File: src/rtl/bsg_cache_multi_req_arbiter.sv
// bsg_cache_multi_req_arbiter
//
// Shares one cache port among num_req_p requester channels.
// Requests are granted round-robin. A tag FIFO records which channel owns
// each in-flight request. Cache responses come back in order, so each one
// is steered to the channel at the FIFO head. Both paths are combinational,
// so the arbiter adds no latency.
//
// Ports
//   clk_i, reset_i   : clock, synchronous active-high reset
//   req_pkt_i        : per-channel packets, channel i in slice i
//   req_v_i          : per-channel request valid
//   req_yumi_o       : per-channel request accepted (granted channel only)
//   resp_data_o      : per-channel response data (head channel slice only)
//   resp_v_o         : per-channel response valid
//   resp_ready_i     : per-channel response ready
//   cache_pkt_o      : granted packet to the cache
//   cache_v_o        : packet valid to the cache
//   cache_yumi_i     : cache accepted the packet
//   cache_data_i     : cache response data
//   cache_v_i        : cache response valid
//   cache_yumi_o     : cache response consumed
//   outstanding_o    : number of in-flight requests (0..max_out_p)
module bsg_cache_multi_req_arbiter #(
    parameter int num_req_p    = 4,
    parameter int addr_width_p = 32,
    parameter int data_width_p = 32,
    // opcode + address + data + byte mask
    parameter int pkt_width_p  = 6 + addr_width_p + data_width_p + data_width_p / 8,
    parameter int max_out_p    = 8
) (
    input  logic                                 clk_i,
    input  logic                                 reset_i,
    input  logic [num_req_p*pkt_width_p-1:0]     req_pkt_i,
    input  logic [num_req_p-1:0]                 req_v_i,
    output logic [num_req_p-1:0]                 req_yumi_o,
    output logic [num_req_p*data_width_p-1:0]    resp_data_o,
    output logic [num_req_p-1:0]                 resp_v_o,
    input  logic [num_req_p-1:0]                 resp_ready_i,
    output logic [pkt_width_p-1:0]               cache_pkt_o,
    output logic                                 cache_v_o,
    input  logic                                 cache_yumi_i,
    input  logic [data_width_p-1:0]              cache_data_i,
    input  logic                                 cache_v_i,
    output logic                                 cache_yumi_o,
    output logic [$clog2(max_out_p+1)-1:0]       outstanding_o
);

    localparam int tag_w_lp = $clog2(num_req_p);
    localparam int ptr_w_lp = $clog2(max_out_p);
    localparam int cnt_w_lp = $clog2(max_out_p + 1);

    logic [tag_w_lp-1:0] rr_ptr_r, rr_ptr_next;
    logic [ptr_w_lp-1:0] wr_ptr_r, rd_ptr_r;
    logic [cnt_w_lp-1:0] count_r, count_next;
    logic [tag_w_lp-1:0] tag_mem [max_out_p];

    logic [pkt_width_p-1:0] req_pkt_arr [num_req_p];
    logic [tag_w_lp-1:0]    grant_idx;
    logic [tag_w_lp-1:0]    cand;
    logic [tag_w_lp-1:0]    head_tag;
    logic                   any_req;
    logic                   tag_full, tag_empty;
    logic                   push, pop;
    logic                   route_ok, resp_valid;

    assign tag_full  = (count_r == cnt_w_lp'(max_out_p));
    assign tag_empty = (count_r == '0);
    assign head_tag  = tag_mem[rd_ptr_r];

    // Round-robin search: walk backwards from the last candidate so the
    // first requester at or after rr_ptr_r overwrites all later ones.
    always_comb begin
        grant_idx = '0;
        cand      = '0;
        for (int k = num_req_p - 1; k >= 0; k--) begin
            cand = tag_w_lp'((int'(rr_ptr_r) + k) % num_req_p);
            if (req_v_i[cand]) begin
                grant_idx = cand;
            end
        end
    end

    assign rr_ptr_next = (grant_idx == tag_w_lp'(num_req_p - 1)) ? '0 : grant_idx + 1'b1;

    assign any_req     = |req_v_i;
    // A pop in the same cycle does not lift the full condition; the freed
    // slot becomes usable on the following cycle.
    assign cache_v_o   = ~reset_i & any_req & ~tag_full;
    assign cache_pkt_o = req_pkt_arr[grant_idx];
    assign push        = cache_v_o & cache_yumi_i;

    assign route_ok     = ~reset_i & ~tag_empty;
    assign resp_valid   = route_ok & cache_v_i;
    assign cache_yumi_o = resp_valid & resp_ready_i[head_tag];
    assign pop          = cache_yumi_o;

    genvar gi;
    generate
        for (gi = 0; gi < num_req_p; gi++) begin : g_chan
            assign req_pkt_arr[gi] = req_pkt_i[gi*pkt_width_p +: pkt_width_p];
            assign req_yumi_o[gi]  = push & (grant_idx == tag_w_lp'(gi));
            assign resp_v_o[gi]    = resp_valid & (head_tag == tag_w_lp'(gi));
            assign resp_data_o[gi*data_width_p +: data_width_p] =
                (route_ok && (head_tag == tag_w_lp'(gi))) ? cache_data_i : '0;
        end
    endgenerate

    always_comb begin
        count_next = count_r;
        if (push && !pop) begin
            count_next = count_r + 1'b1;
        end else if (pop && !push) begin
            count_next = count_r - 1'b1;
        end
    end

    always_ff @(posedge clk_i) begin
        if (push) begin
            tag_mem[wr_ptr_r] <= grant_idx;
        end
    end

    // Pointers wrap naturally since max_out_p is a power of two.
    always_ff @(posedge clk_i) begin
        if (reset_i) begin
            rr_ptr_r <= '0;
            wr_ptr_r <= '0;
            rd_ptr_r <= '0;
            count_r  <= '0;
        end else begin
            if (push) begin
                wr_ptr_r <= wr_ptr_r + 1'b1;
                rr_ptr_r <= rr_ptr_next;
            end
            if (pop) begin
                rd_ptr_r <= rd_ptr_r + 1'b1;
            end
            count_r <= count_next;
        end
    end

    assign outstanding_o = count_r;

`ifndef SYNTHESIS
    always_ff @(posedge clk_i) begin
        if (!reset_i && cache_v_i && tag_empty) begin
            $error("bsg_cache_multi_req_arbiter: cache response with no outstanding request");
        end
    end
`endif

endmodule

File: config.mk
export PLATFORM = sky130hd
export DESIGN_NAME = bsg_cache_multi_req_arbiter
export DESIGN_NICKNAME = d
export VERILOG_FILES = /design/src/rtl/bsg_cache_multi_req_arbiter.sv
export SDC_FILE = /design/constraint.sdc
export NUM_CORES = 1
export LEC_CHECK = 0
export BUFFER_PORTS_ARGS = -buffer_cell sky130_fd_sc_hd__buf_2
export CORE_AREA = 2 2 216 218
export CTS_CLUSTER_SIZE = 14
export DETAILED_ROUTE_END_ITERATION = 12
export DIE_AREA = 0 0 218 220
export PLACE_DENSITY = 0.35
export SLEW_MARGIN = 20
export SYNTH_ARGS = -nofsm -noshare
export SYNTH_HDL_FRONTEND = slang
export SYNTH_SLANG_ARGS = --single-unit
export TNS_END_PERCENT = 1
File: constraint.sdc
create_clock -name clk_i -period 7.7 [get_ports clk_i]
set_clock_uncertainty 0.15 [all_clocks]
set_input_delay 0.77 -clock clk_i [delete_from_list [all_inputs] [get_ports clk_i]]
set_output_delay 0.77 -clock clk_i [all_outputs]
set_load 0.005 [all_outputs]
---- Yosys cells after proc, flatten, opt, wreduce, memory -nomap -nowiden ----
Memory sizes are Yosys's and may differ from the RTL's. A register that Yosys moved wholly into a read port is not among the register bits.
Cells that the tools add are included.
storage, ports and cells
  bits in registers ....................... 12
  output and inout bits ................... 216
  memories ................................ 1
  RAM bits ................................ 16
cells by class
  reduce and logical (&&, ||, !) cells .... 13
  bitwise logic cells ..................... 18
  muxes and demuxes ....................... 28
  magnitude comparators ................... 6
  equality and inequality tests ........... 7
  add/sub/neg operators ................... 8
memories
  memory   depth  bits a word  read ports  clocked after memory_dff  wr ports  RTL line  text
  tag_mem  8      2            1           1                         1         56        logic [tag_w_lp-1:0] tag_mem [max_out_p];
operators by type and width
  cell                   count
  $bmux W74 S2           1
  $mux W74               2
  $mux W32               4
  $lt A2 B3 Y1 const B   5
  $and A1 B1 Y1          14
  $bmux W1 S2            5
  $mux W2                5
  $eq A2 B2 Y1 const B   4
  $mux W4                2
  $mux W1                7
  $add A3 B1 Y3 const B  2
  $logic_and A1 B1 Y1    6
  $mux W3                2
  $add A2 B1 Y2 const B  2
  $add A2 B2 Y2 const B  2
  $add A4 B1 Y4 const B  1
  $eq A2 B1 Y1 const B   2
  $eq A4 B4 Y1 const B   1
  $logic_not A2 Y1       2
  $logic_not A4 Y1       1
  $reduce_or A4 Y1       1
  $sub A4 B1 Y4 const B  1
  $ge A3 B3 Y1 const B   1
  $not A1 Y1             3
  3 further kinds        4

---- Longest topological paths before layout ----
  word-level depth ........................ 11
  gate-level depth with buffers ........... 14
  mapped depth without buffers ............ 13

---- Worst setup path before layout ----
No wires, ideal clock.
  path kind ............................... reg2reg
  from .................................... reg with a tool-made name
  to ...................................... reg count_r[3] (netlist: outstanding_o[3])
  data arrival time ....................... 3.260 ns
  period minus slack after synthesis ...... 3.480 ns
  setup slack ............................. 4.220 ns
  data required time ...................... 7.480 ns
  cell stages (with the launch flop) ...... 14
  path through ............................ dfxtp_1 > buf_6 > mux4_2 > mux2_2 > mux4_2 > nand3b_4 > ha_1 > inv_1 > ha_1 > a21o_1 > a21oi_1 > xnor2_1 > or3_1 > a21oi_1
RTL lines
  what                  RTL line  text
  end signal, assigned  139       count_r <= count_next;
  end, declared         55        logic [cnt_w_lp-1:0] count_r, count_next;

---- Worst setup path after layout ----
  from .................................... in req_v_i[0]
  to ...................................... out cache_pkt_o[57]
on the way
  word-level cells in the longest chain between the ends .. 10
RTL lines
  what                                              RTL line  text
  start, declared                                   35        input logic [num_req_p-1:0] req_v_i,
  $bmux W1 S2                                       78        if (req_v_i[cand]) begin
  $mux W1 (not written as such)                     78
  $mux W2 (3 in series)                             78
  $mux W2 (*)                                       78
  $not A2 Y3 (not written as such) (*)              90        assign cache_pkt_o = req_pkt_arr[grant_idx];
  $bmux W74 S2 (*)                                  90
  $mux W74 (not written as such) (*) (2 in series)  90
  end, declared                                     40        output logic [pkt_width_p-1:0] cache_pkt_o,
Mark *: on every way between the ends. The rest lies on a longest branch, timed or not. The select of a mux whose other input is x is not followed.

==> flow_summary.ini <==
[sta]
finalHoldViolCount = 0
setup_violations = 0
period_share_pct = 61.4
worst_pin_slew_ns = 1.08
setup_tns_ns = 0
period_minus_slack_ns = 4.73
slew_viol_final = 0
max_freq_mhz = 211
max_slew_margin_pct = 27.7
rsz0062_at_grt = false

[cts]
cts_setup_buffers = 0
cts.sinks = 31
clockBufferDepth = 2
postCtsHoldBufs = 0
h-tree-depth = 2
ctsResizeCount = 0
clk_root_buffer_cell = clkbuf_16
cts_tree = yes
clkLatencyLatePin_ns = 0.28
cts_buffers = 5
path_clk_slew_ns = 0.05

[synthesis]
seq_area_frac_synth_pct = 16.7
synth_ff_type = edfxtp_1
yosys_register_bits = 31
synth_cells = 779
synth_nets = 1129
syn_area_per_cell_um2 = 5.99
synth_cell_types = 39
synth_edf_count = 16
ys_async_sr_fraction_pct = 0
syn_area_mm2 = 0.00467
yosysWarnings = 0

[critical_path]
arrival_ns = 3.81
cp.required_ns = 6.78
path_cells = buf_2, nor2b_1, nor2_1, o22a_4, inv_4, buf_4, nand2_1, and3_1, a31oi_1, buf_2
crit_family = buffers and inverters
crit_slowest_cell = inv_4
crit_fanout = 79
critPathLaunchType = primary input
path_common_cell = buf_2
path_class = in2out
crit_buf_inv = 4
critPathMaxStageDelay_ns = 0.72
cp-end-kind = output pin

[route]
first_pass_iters = 4
wl_per_cell_um = 16.8
drt_iter0_markers = 272
via_count = 7390
route.detailed.drc = 0
vias_per_cell = 3.89
wl_mm = 31.8
detail-route-antenna-nets = 0

[grt]
grt_pass1_wl_mm = 44.0
grt_max_degree = 87
grt.total_usage_pct = 12.0
antenna_found_initial = 19
grtUsageMet1_pct = 13.0
grt-busiest-layer = met2
grt_overflow_total = 0
use_met3_pct = 3.40
met2_usage_pct = 22.9
grt_pass1_vias = 6995

[final_layout]
drive_gt1_share_pct = 45.2
final_nets = 1633
area_growth_pct = 76.4
final_common_cell = buf_2
mostFrequentLayoutCells = buf_2 (555), nand2_1 (300), and2_1 (133)

[placement]
port_buffers = 555
gp_congestion = 0.874
place_hpwl_mm = 26.7

[status]
status = completed

[floorplanning]
die_h_um = 220
dieWidth_um = 218
core_area_mm2 = 0.0459
std_cell_rows = 79
ios = 556
floorplan.die_area_mm2 = 0.0480
start_util_pct = 10.2

[power]
p_per_area_mw_per_mm2 = 137
power.leakage_uw = 0.00471
ir_drop_mv = 0.0751
power_uw = 1130

[flow_run]
cap_viol_max_count = 0

[worst_hold_path]
hp-class = reg2reg
Yosys cell counts, types with 3 or more instances:
master / n / share of area [%]
a21oi_1: 6 / 0.64
a31oi_1: 74 / 9.9
and2_1: 133 / 18
and3_1: 80 / 11
clkbuf_1: 61 / 4.9
dfxtp_1: 15 / 6.4
edfxtp_1: 16 / 10
ha_1: 9 / 2.4
inv_1: 10 / 0.80
mux2i_1: 7 / 1.5
mux4_2: 3 / 1.4
nand2_1: 300 / 24
nand2b_1: 7 / 0.94
nor2_1: 20 / 1.6
nor2b_1: 4 / 0.54
nor3_1: 3 / 0.32
xnor2_1: 3 / 0.56
power by group:
part / internal (uW) / total [uW] / switching (uW) / leakage [uW]
Clock: 185 / 252 / 66.4 / 0.0000911
Sequential: 189 / 206 / 17.4 / 0.000269
Combinational: 305 / 673 / 368 / 0.00435
registers in the layout, summed over array words and instances, names as in the netlist, named ones only:
register,cells
outstanding_o,4
rd_ptr_r,3
rr_ptr_r,2
tag_mem,16
wr_ptr_r,3
per-layer routing:
layer  up-vias  part of all wire, %
met5         -                 0.13
met4         8                  1.9
met3        37                  9.0
met2       406                   52
met1      3343                   37
li1       3596                    -
path summary, 6_finish.rpt:
check	startpoint	to	slack [ns]	depth (start not counted)
worst min-delay path	rd_ptr_r[2]$_SDFFE_PP0P_	rd_ptr_r[2]$_SDFFE_PP0P_	0.30	1
worst max-delay path	req_v_i[0]	cache_pkt_o[57]	2.97	10
worst max register to register	register	outstanding_o[3]$_SDFFE_PP0P_	3.78	13
worst min register to register	rd_ptr_r[2]$_SDFFE_PP0P_	rd_ptr_r[2]$_SDFFE_PP0P_	0.30	1
stage by stage:
step / worst slack, ns / utilization (%) / instances / instance area (um^2) / hold slack (ns)
final: 2.97 / 18.0 / 1899 / 8240 / 0.304
after global routing: 2.71 / 17.9 / 1895 / 8230 / 0.327
after CTS: 2.98 / 17.9 / 1891 / 8220 / 0.305
after detailed placement: 2.99 / 17.5 / 1883 / 8030 / 0.297
after global placement: 2.98 / 17.5 / 1883 / 8030 / 0.298
after floorplan: 4.22 / - / 779 / 4670 / 0.275
cell families after synthesis:
kind of cell               after synthesis  share of synthesized area, %
xor gates and xnor gates                 5                         0.938
and+or+nand+nor                        553                          57.2
muxes                                   13                          3.67
buffers and inverters                   76                          6.27
DFF                                     31                          16.7
AOI/OAI and AO/OA                       91                          12.4
adders and majority gates               10                          2.84
final cells by class:
cell class | instances | area, um^2
repair buffers | 561 | 2820
well taps | 607 | 759
fillers | 5424 | 37600
multi-input cells | 672 | 3620
inverters | 12 | 47.5
diodes | 8 | 20.0
flip-flops and latches | 31 | 781
clock inverters | 2 | 60.1
clock buffers | 6 | 129
Note: power is estimated with default switching activity, not from simulation.
